`src/rtl/pbuf_serial_port.sv`:
```
// Debug serial link slave for the pattern buffer: 7 read/write config registers plus a read-only
// status register. The serial pins are synchronised and framed entirely in the clk_int domain.
//
//  state | meaning
//  IDLE  | no frame; waiting for the synchronised ssel to go high
//  RWBIT | frame open, address latched, waiting for the rw bit on the first sclk rise
//  SHIFT | shifting data bits (MSB first) in on sin and out on sout
//  DONE  | frame closed; commit the write or raise frame_err, then back to IDLE
module pbuf_serial_port #(
    parameter int d_width     = 8,
    parameter int sync_stages = 2
) (
    input  logic                   clk_int,
    input  logic                   reset,
    input  logic                   sclk,
    input  logic                   ssel,
    input  logic                   sin,
    input  logic [2:0]             saddr,
    input  logic [d_width-1:0]     status_in,
    output logic                   sout,
    output logic [7*d_width-1:0]   cfg_regs,
    output logic                   wr_strobe,
    output logic [2:0]             wr_addr,
    output logic                   frame_err
);

    localparam int cnt_w = $clog2(d_width + 2);

    typedef enum logic [1:0] {IDLE, RWBIT, SHIFT, DONE} state_t;

    state_t               state, state_nxt;
    logic [sync_stages-1:0] sclk_sync, ssel_sync, sin_sync;
    logic                 sclk_d, ssel_d;
    logic                 sclk_s, ssel_s, sin_s;
    logic                 sclk_rise, ssel_fall;

    logic [2:0]           addr_q, addr_nxt;
    logic [d_width-1:0]   data_sr, data_nxt;
    logic [cnt_w-1:0]     bit_cnt, cnt_nxt;
    logic                 rw_q, rw_nxt;
    logic                 rw_seen, rw_seen_nxt;
    logic                 err_nxt;
    logic                 cfg_we;
    logic [2:0]           wr_addr_nxt;
    logic [d_width-1:0]   load_val;
    logic [d_width-1:0]   cfg_q [7];

    assign sclk_s    = sclk_sync[sync_stages-1];
    assign ssel_s    = ssel_sync[sync_stages-1];
    assign sin_s     = sin_sync[sync_stages-1];
    assign sclk_rise = sclk_s & ~sclk_d;
    assign ssel_fall = ~ssel_s & ssel_d;

    for (genvar g = 0; g < 7; g++) begin : g_cfg_out
        assign cfg_regs[g*d_width +: d_width] = cfg_q[g];
    end

    always_comb begin
        load_val = status_in;
        for (int i = 0; i < 7; i++) begin
            if (saddr == 3'(i)) load_val = cfg_q[i];
        end
    end

    always_comb begin
        state_nxt   = state;
        addr_nxt    = addr_q;
        data_nxt    = data_sr;
        cnt_nxt     = bit_cnt;
        rw_nxt      = rw_q;
        rw_seen_nxt = rw_seen;
        err_nxt     = frame_err;
        cfg_we      = 1'b0;
        wr_addr_nxt = wr_addr;
        unique case (state)
            IDLE: begin
                // Level, not edge: a rise that landed during DONE is still honoured here.
                if (ssel_s) begin
                    state_nxt   = RWBIT;
                    addr_nxt    = saddr;
                    data_nxt    = load_val;
                    cnt_nxt     = '0;
                    err_nxt     = 1'b0;
                    rw_seen_nxt = 1'b0;
                end
            end
            RWBIT: begin
                if (ssel_fall) begin
                    state_nxt = DONE;
                end else if (sclk_rise) begin
                    rw_nxt      = sin_s;
                    rw_seen_nxt = 1'b1;
                    state_nxt   = SHIFT;
                end
            end
            SHIFT: begin
                if (ssel_fall) begin
                    state_nxt = DONE;
                end else if (sclk_rise) begin
                    data_nxt = {data_sr[d_width-2:0], sin_s};
                    if (bit_cnt != cnt_w'(d_width + 1)) cnt_nxt = bit_cnt + 1'b1;
                end
            end
            DONE: begin
                state_nxt = IDLE;
                if (rw_seen) begin
                    if (bit_cnt != cnt_w'(d_width)) begin
                        err_nxt = 1'b1;
                    end else if (rw_q) begin
                        if (addr_q == 3'd7) begin
                            err_nxt = 1'b1;
                        end else begin
                            cfg_we      = 1'b1;
                            wr_addr_nxt = addr_q;
                        end
                    end
                end
            end
            default: state_nxt = IDLE;
        endcase
    end

    always_ff @(posedge clk_int or negedge reset) begin
        if (!reset) begin
            sclk_sync <= '0;
            ssel_sync <= '0;
            sin_sync  <= '0;
            sclk_d    <= 1'b0;
            ssel_d    <= 1'b0;
            state     <= IDLE;
            addr_q    <= '0;
            data_sr   <= '0;
            bit_cnt   <= '0;
            rw_q      <= 1'b0;
            rw_seen   <= 1'b0;
            frame_err <= 1'b0;
            wr_strobe <= 1'b0;
            wr_addr   <= '0;
            sout      <= 1'b0;
            for (int i = 0; i < 7; i++) cfg_q[i] <= '0;
        end else begin
            sclk_sync <= {sclk_sync[sync_stages-2:0], sclk};
            ssel_sync <= {ssel_sync[sync_stages-2:0], ssel};
            sin_sync  <= {sin_sync[sync_stages-2:0], sin};
            sclk_d    <= sclk_s;
            ssel_d    <= ssel_s;
            state     <= state_nxt;
            addr_q    <= addr_nxt;
            data_sr   <= data_nxt;
            bit_cnt   <= cnt_nxt;
            rw_q      <= rw_nxt;
            rw_seen   <= rw_seen_nxt;
            frame_err <= err_nxt;
            wr_strobe <= cfg_we;
            wr_addr   <= wr_addr_nxt;
            sout      <= (state != IDLE) ? data_sr[d_width-1] : 1'b0;
            for (int i = 0; i < 7; i++) begin
                if (cfg_we && addr_q == 3'(i)) cfg_q[i] <= data_sr;
            end
        end
    end

endmodule

```
`config.mk`:
```
export PLATFORM = sky130hd
export DESIGN_NAME = pbuf_serial_port
export DESIGN_NICKNAME = d
export VERILOG_FILES = /design/src/rtl/pbuf_serial_port.sv
export SDC_FILE = /design/constraint.sdc
export NUM_CORES = 1
export LEC_CHECK = 0
export BUFFER_PORTS_ARGS = -buffer_cell sky130_fd_sc_hd__buf_4
export CORE_MARGIN = 2
export CORE_UTILIZATION = 55
export CTS_CLUSTER_DIAMETER = 40
export CTS_CLUSTER_SIZE = 10
export DETAILED_ROUTE_END_ITERATION = 12
export PLACE_DENSITY = 0.87
export RECOVER_POWER = 50
export SYNTH_ARGS = -nofsm -noshare
export SYNTH_HDL_FRONTEND = slang
export SYNTH_SLANG_ARGS = --single-unit
export TNS_END_PERCENT = 5
```
`constraint.sdc`:
```
create_clock -name clk_int -period 2.55 [get_ports clk_int]
set_input_delay 0.51 -clock clk_int [delete_from_list [all_inputs] [get_ports clk_int]]
set_output_delay 0.51 -clock clk_int [all_outputs]
set_load 0.05 [all_outputs]
```
; ---- After elaboration in Yosys (flattened, before gate mapping)
; Index checks and enable logic that the tools add are counted.
[totals]
in_bits = 16
word_cells = 117
reg_bits = 89
[op_classes]
add_sub_neg = 1
eq_ne = 29
reduce_logical = 22
n_bitwise = 7
mux = 36
[op_table]
columns = operator, count
row1 = 2-to-1 mux 8 bit, 10
row2 = "equality test 3 bit, second input constant", 7
row3 = 2-to-1 mux 4 bit, 4
row4 = "inequality test 2 bit, second input constant", 8
row5 = one-hot mux 8 bit (2 select lines), 1
row6 = AND reduction 5 bit, 3
row7 = 2-to-1 mux 1 bit, 13
row8 = "equality test 3 x 2 -> 1 bit, second input constant", 4
row9 = "inequality test 3 bit, second input constant", 3
row10 = 2-to-1 mux 2 bit, 4
row11 = "inequality test 4 bit, second input constant", 2
row12 = one-hot mux 2 bit (4 select lines), 1
row13 = one-hot mux 4 bit (2 select lines), 1
row14 = AND reduction 4 bit, 2
row15 = nonzero test 2 bit, 4
row16 = logical AND 1 bit, 7
row17 = "equality test 3 x 1 -> 1 bit, second input constant", 2
row18 = zero test 3 bit, 2
row19 = AND reduction 3 bit, 2
row20 = NOT 1 bit, 5
row21 = "adder 4 x 1 -> 4 bit, second input constant", 1
row22 = "equality test 2 bit, second input constant", 2
row23 = one-hot mux 1 bit (2 select lines), 2
row24 = AND 1 bit, 2
row25 = 3 further kinds, 3

; ---- Depth between registers and ports, before layout
; Gate-level depths: netlist of run 1.
[logic_depth]
depth_word = 10
ltp_mapped = 7

; ---- Worst setup path after synthesis of run 1
; No wires, ideal clock.
[synth_timing]
path_type = reg-to-reg
start = reg bit_cnt[0]
end = reg cfg_q (netlist bit cfg_regs[32])
n_path_buf = 0
arrival_ns = 1.899
stages_incl_launch_ff = 7
path_slack_ns = 0.526
setup_ns = 0.125
required_time_ns = 2.425
path_cell_list = dfrtp_1 > inv_1 > ha_1 > and3b_2 > nand4_4 > nor4b_4 > mux2_2
[synth_via]
elab_chain_len = 5
[synth_rtl]
columns = element, line_no
row1 = from (decl), 39  ; logic [cnt_w-1:0] bit_cnt, cnt_nxt;
row2 = from (signal assigned), 150  ; bit_cnt <= cnt_nxt;
row3 = inequality test 4 bit, 107  ; if (bit_cnt != cnt_w'(d_width)) begin
row4 = 2-to-1 mux 1 bit, 107
row5 = 2-to-1 mux 1 bit, 106  ; if (rw_seen) begin
row6 = 2-to-1 mux 1 bit, 75  ; unique case (state)
row7 = logical AND 1 bit, 158  ; if (cfg_we && addr_q == 3'(i)) cfg_q[i] <= data_sr;
row8 = "to (signal, indexed assignment)", 158
row9 = to (decl), 46  ; logic [d_width-1:0] cfg_q [7];
; No other way between the ends.
; A chain may end at the register's enable or synchronous reset.

; ---- Worst setup path after layout of run 1
[layout_timing]
start = reg bit_cnt[1]
end = reg cfg_q (netlist bit cfg_regs[9])
; The elaborated chain is that of the path after synthesis.

==> results of run 1 <==
## cell usage after synthesis, types with 3 or more instances
library cell,n
mux2_2,72
inv_1,6
nand4_1,4
nor2b_1,3
nand2_1,15
buf_2,5
nor2_1,6
a21oi_1,3
mux2i_1,11
a31oi_1,11
nand4b_1,8
ha_1,7
dfrtp_1,89
mux4_2,8
o21ai_0,11
a22o_1,8
nor4b_4,3
clkbuf_1,6
## state kept, by name, indices dropped and copies added (netlist names)
register	cells
data_sr	8
rw_seen	1
ssel_d	1
bit_cnt	4
rw_q	1
cfg_regs	56
sclk_d	1
addr_q	3
sout	1
frame_err	1
sin_sync	2
ssel_sync	2
sclk_sync	2
state	2
wr_addr	3
wr_strobe	1
## per-stage QoR
step,power (uW),hold WS (ns),utilization [%]
2_1_floorplan,2390,0.214,-
3_3_place_gp,2630,0.333,67.1
3_5_place_dp,2680,0.338,67.1
4_1_cts,3660,0.195,69.9
5_1_grt,3840,0.266,68.6
6_report,3640,0.285,68.6
## path summary, 6_finish.rpt
| check | startpoint | endpoint | slack (ns) |
|---|---|---|---|
| setup / recovery | bit_cnt[1] | cfg_regs[9] | 0.23 |
| min in group asynchronous | reset | cfg_regs[9] | 0.81 |
| max in group asynchronous | reset | addr_q[0] | 0.62 |
| setup reg to reg | bit_cnt[1] | cfg_regs[9] | 0.23 |
| hold reg to reg | sclk_sync[0] | sclk_sync[1] | 0.36 |
| hold / removal | sin | sin_sync[0] | 0.29 |
## final cells by class
type	instances	share of cell area (%)
repair buffers	86	11.4
clock buffers	9	2.49
inverters	6	0.453
flip-flops and latches	89	44.8
clock inverters	7	1.53
well taps	99	2.49
multi-input cells	188	36.9
## worst max-delay path, delay by kind of cell, from the launching register on
family / cells / cell delay [ns]
flip-flops: 1 / 0.41
buffers and inverters: 1 / 0.13
multiplexers: 1 / 0.41
AND/OR/NAND/NOR: 3 / 1.09
adder cells (fa/ha/maj): 1 / 0.16
## layer usage
| layer | routed length (um) | GRT usage, % |
|---|---|---|
| met5 | 0 | 0 |
| met2 | 4660 | 39.0 |
| met4 | 129 | 9.36 |
| met1 | 4050 | 35.7 |
| met3 | 655 | 3.51 |
## placed cells by master, fill, tap and decap left out, drive strengths merged
cell type / n
o21ai: 11
nand4b: 8
a31oi: 11
nor2b: 3
bufinv: 1
a21o: 1
clkbuf: 33
nand4: 5
nor4b: 3
buf: 62
inv: 8
ha: 7
o22ai: 1
mux2: 72
mux4: 8
clkinv: 2
nor2: 6
nor3: 2
or2: 1
and4bb: 1
o2111ai: 1
and2: 1
a21oi: 3
o21bai: 1
dfrtp: 89
nor4: 1
nand2: 15
o31ai: 1
a31o: 2
clkinvlp: 2
nand2b: 2
and3b: 2
mux2i: 11
a22o: 8
## power by group
group          leakage (uW)  internal [uW]  switching (uW)  total [uW]
combinational       0.00112            317             417         734
clock             0.0000962            460             513         973
sequential          0.00119           1570             361        1930
total               0.00240           2340            1290        3640
## cell families (layout without fill, tap and decap cells)
family | count (synthesis) | count (layout)
fa+ha+maj | 7 | 7
simple gates | 50 | 50
mux | 91 | 91
flops | 89 | 89
compound gates | 40 | 40
buf+inv | 19 | 108
==> run_results.csv, run 1 <==
group,metric,value,unit
timing,worst_pin_slew,1.91,ns
yosys,syn_area,4140,um2
yosys,synth.ff_latch_count,89,
placement,placed_area,4870,um2
yosys,synth_adder_area_share,2.12,%
placement,dpl.hpwl,6.54,mm
detailed_routing,vias_per_cell,6.01,
timing,skew,0.0184,ns
placement,numPlacedInstances,468,
clock_tree,cts_buffers,9,
timing,slew_violations,90,
clock_tree,cts_setup_buffers,0,
global_routing,grt.total_usage,24.9,%
critical_path,worstPathRequired,2.79,ns
yosys,synth_mux_area_share,26.6,%
yosys,synth.area.top_cells,"dfrtp_1, mux2_2, mux4_2, mux2i_1, ha_1",
yosys,synth_cell_types,34,
critical_path,worstRegToRegCells,6,
clock_tree,clkTransAtPathRegs,0.09,ns
min_path,holdPathStages,1,
detailed_routing,vias,2907,
pwr,ir_drop,0.000363,V
final_layout,multi_input_area,1830,um2
final_layout,fin_nets,403,
yosys,synth_top_area_share,53.8,%
critical_path,cp_max_fo,8,
final_layout,final_area,4980,um2
timing,hold_viol_final,0,
clock_tree,cts_hold_buf,0,
die,rows,31,
final_layout,antennaDiodeCount,0,
timing,layout_min_cycle_time,2.32,ns
final_layout,final-seq-area,2230,um2
die,io-pin-count,78,
yosys,yosysSeqAreaShare,53.8,%
detailed_routing,totalWireLength,9.49,mm
global_routing,grt_pass1_vias,2965,
yosys,yosys.area_share.simple,9.25,%
die,die_area,8240,um2
clock_tree,cts_tree,"yes",
yosys,yosys.area.top_type,"dfrtp_1",
yosys,synth_xor_area_share,0,%
run_status,violations,"max-capacitance violations, max-slew violations",
yosys,synthArstFlopShare,100,%
critical_path,crit_arrival,2.55,ns
pwr,power.leakage,0.00240,uW
flow_run,maxCapViolCount,1,
placement,post-place-ws,0.273,ns
clock_tree,clock_latency,0.36,ns
global_routing,grt_pass1_wl,16.0,mm
clock_tree,ctsResizeCount,0,
timing,tns,0,ns
placement,numPortBuffers,77,
detailed_routing,drt_iter0_markers,246,
yosys,synth_top_family_by_area,"multiplexers",
yosys,synth_compound_area_share,6.38,%
die,die_h,90.8,um
detailed_routing,antenna_left,0,
yosys,synth-edff-count,0,
final_layout,stdcell_count,484,
critical_path,crit_path_end_kind,"flop",
die,coreArea,7250,um2
critical_path,cp_cell_sequence,"inv_1 -> ha_1 -> and3b_1 -> nand4_4 -> nor4b_4 -> mux2_2",
placement,gp_congestion,0.795,
yosys,synth_flop_cell,"dfrtp_1",
timing,fmax,432,MHz
clock_tree,clock-sinks,89,
global_routing,antenna_found_initial,0,
critical_path,slowest_stage,"nor4b_4",
global_routing,grt_max_degree,90,
yosys,synth_area_per_cell,14.0,um2
yosys,syn-num-nets,319,
detailed_routing,drc,0,
die,start_util,57.1,%
yosys,syn_inst,296,
timing,rsz0062_at_grt,"false",
run_status,outcome,"complete, but fails checks",
global_routing,overflow,0,
clock_tree,cts-htree-levels,3,
final_layout,drive_gt1_share,44.9,%
detailed_routing,wl_per_cell,19.6,um
clock_tree,clock-root-buffer,"clkbuf_8",
clock_tree,clk_path_buf_depth,2,
critical_path,startpoint_type,"flop",
timing,setup_violations,0,
min_path,hold_path_class,"input pin to flop",
critical_path,slowest_delay,0.61,ns
pwr,p_per_area,731,nW/um2
critical_path,path_class,"flop to flop",
die,die_w,90.8,um
timing,relSlewSlack,-27.3,%
yosys,ys_warn_count,0,
timing,fin_ws,0.234,ns
detailed_routing,drtPass1Iterations,5,
timing,fin_crit_sh,90.8,%
final_layout,n_fill_cell,529,
final_layout,syn2layout_area_growth,20.2,%
No activity file was read; power rests on OpenSTA's default activity.
==> inputs of run 2 (changes only) <==
--- a/config.mk
+++ b/config.mk
@@ -7,11 +7,11 @@
 export LEC_CHECK = 0
 export BUFFER_PORTS_ARGS = -buffer_cell sky130_fd_sc_hd__buf_4
 export CORE_MARGIN = 2
-export CORE_UTILIZATION = 55
+export CORE_UTILIZATION = 52
 export CTS_CLUSTER_DIAMETER = 40
 export CTS_CLUSTER_SIZE = 10
 export DETAILED_ROUTE_END_ITERATION = 12
-export PLACE_DENSITY = 0.87
+export PLACE_DENSITY = 0.84
 export RECOVER_POWER = 50
 export SYNTH_ARGS = -nofsm -noshare
 export SYNTH_HDL_FRONTEND = slang
==> run 2 against run 1 <==
Compared with the run above:
- the run still ends with max-capacitance violations, max-slew violations left
- flip-flop and latch count unchanged
- count of clock-buffer cells in the layout is 1 higher
- non-clock buffer count down 1
- global-route usage fell by 2.2 points
- worst hold slack improved by 0.0013 ns
- clock skew is 0.0018 ns lower
- cell area up 0.33%
- die area is 5.5% higher
- first-iteration DRC count is 21% lower
- critical path type unchanged
- largest cell class unchanged
- largest power group unchanged
==> run_results.csv, run 2 (same netlist as run 1, synthesis figures left out) <==
group,metric,value,unit
clock_tree,clkTransAtPathRegs,0.09,ns
pwr,power.leakage,0.00240,uW
clock_tree,cts_tree,"yes",
die,rows,32,
placement,dpl.hpwl,6.53,mm
detailed_routing,vias,2846,
timing,hold_viol_final,0,
timing,fmax,441,MHz
timing,fin_crit_sh,88.8,%
global_routing,grt-busiest-layer,"met2",
global_routing,use_met2,35.4,%
clock_tree,cts_setup_buffers,0,
placement,placed_area,4860,um2
clock_tree,cts-htree-levels,3,
pwr,pwr-share-seq,52.8,%
final_layout,multi_input_area,1830,um2
final_layout,antennaDiodeCount,0,
timing,skew,0.0166,ns
critical_path,path_class,"flop to flop",
timing,tns,0,ns
placement,numPortBuffers,77,
clock_tree,clk_path_buf_depth,2,
detailed_routing,drc,0,
pwr,ir_drop,0.000385,V
die,die_h,93.2,um
global_routing,overflow,0,
pwr,pwr-share-clk,27.4,%
final_layout,final_cell_mix,"dfrtp_1, mux2_2, buf_4",
clock_tree,cts_hold_buf,0,
clock_tree,cts_buffers,9,
die,coreArea,7730,um2
run_status,outcome,"complete, but fails checks",
die,io-pin-count,78,
final_layout,syn2layout_area_growth,20.6,%
placement,gp_congestion,0.794,
timing,setup_violations,0,
final_layout,final-seq-area,2230,um2
timing,layout_min_cycle_time,2.27,ns
pwr,p_per_area,730,nW/um2
die,die_area,8690,um2
min_path,hold_path_class,"input pin to flop",
critical_path,rrSetupSlack,0.28,ns
placement,post-place-ws,0.324,ns
global_routing,grt.total_usage,22.7,%
pwr,combPwrFrac,19.9,%
detailed_routing,drt_iter0_markers,195,
detailed_routing,antenna_left,0,
timing,relSlewSlack,-11.9,%
clock_tree,clock-sinks,89,
global_routing,grt_max_degree,60,
critical_path,crit_path_end_kind,"flop",
detailed_routing,drtPass1Iterations,5,
pwr,p_sw,1270,uW
global_routing,antenna_found_initial,0,
global_routing,grt_pass1_wl,15.2,mm
pwr,intPower,2380,uW
critical_path,cp_max_fo,8,
final_layout,fin_nets,402,
critical_path,startpoint_type,"flop",
final_layout,layout_commonest_cell,"dfrtp_1",
timing,rsz0062_at_grt,"false",
global_routing,grt_pass1_vias,2912,
detailed_routing,wl_per_cell,19.2,um
final_layout,largest_reg_flops,56,
clock_tree,clock_latency,0.36,ns
global_routing,met3_usage,3.79,%
timing,fin_ws,0.285,ns
run_status,violations,"max-capacitance violations, max-slew violations",
clock_tree,ctsResizeCount,0,
final_layout,n_fill_cell,588,
die,die_w,93.2,um
timing,worst_pin_slew,1.68,ns
flow_run,maxCapViolCount,1,
final_layout,drive_gt1_share,44.5,%
detailed_routing,vias_per_cell,5.86,
critical_path,worstPathRequired,2.79,ns
clock_tree,clock-root-buffer,"clkbuf_8",
pwr,sw_frac_of_total,34.8,%
global_routing,met1_usage,31.9,%
timing,slew_violations,31,
final_layout,final_area,4990,um2
detailed_routing,totalWireLength,9.32,mm
critical_path,crit_arrival,2.50,ns
die,start_util,53.6,%
## run 2: area by class of cell
| cell class | count | area share [%] |
|---|---|---|
| clock buffer | 10 | 2.76 |
| clock inverter | 6 | 1.43 |
| inverter | 6 | 0.451 |
| multi-input combinational | 188 | 36.7 |
| sequential | 89 | 44.6 |
| tap | 102 | 2.56 |
| timing repair buffer | 85 | 11.5 |
## run 2: worst max-delay path, stage by stage (launching register included)
cell     delay, ns
dfrtp_1       0.42
inv_1         0.11
ha_1          0.14
and3b_1       0.22
nand4_4       0.24
nor4b_4       0.62
mux2_2        0.41
## run 2: path summary, 6_finish.rpt
| check | start | end | depth (start not counted) |
|---|---|---|---|
| hold reg to reg | ssel_sync[0] | ssel_sync[1] | 0 |
| max in group asynchronous | reset | ssel_d | 2 |
| setup reg to reg | bit_cnt[0] | cfg_regs[37] | 6 |
| hold / removal | ssel | ssel_sync[0] | 1 |
| min in group asynchronous | reset | cfg_regs[3] | 1 |
| setup / recovery | bit_cnt[0] | cfg_regs[37] | 6 |
## run 2: metal layers
metal  share of wire [%]  up-vias
met2                  47      127
li1                    -     1273
met5                   0        -
met4                 1.4        0
met3                 7.6       10
met1                  44     1436
## run 2: stage by stage
stage               total power [uW]  util (%)  hold slack, ns  cells
global placement                2630      62.9           0.337    470
global route                    3850      64.6           0.268    486
CTS                             3660      65.6          0.0773    486
finish                          3640      64.6           0.286    486
detailed placement              2670      62.9           0.336    470
floorplan                       2390         -           0.214    296
## run 2: power by group through the flow
stage                     sequential [uW]  clock, uW  combinational (uW)
after floorplan                      1780          0                 604
after global placement               1930          0                 707
after detailed placement             1940          0                 731
after CTS                            1910       1020                 733
after global routing                 1950       1090                 806
final                                1920        997                 723
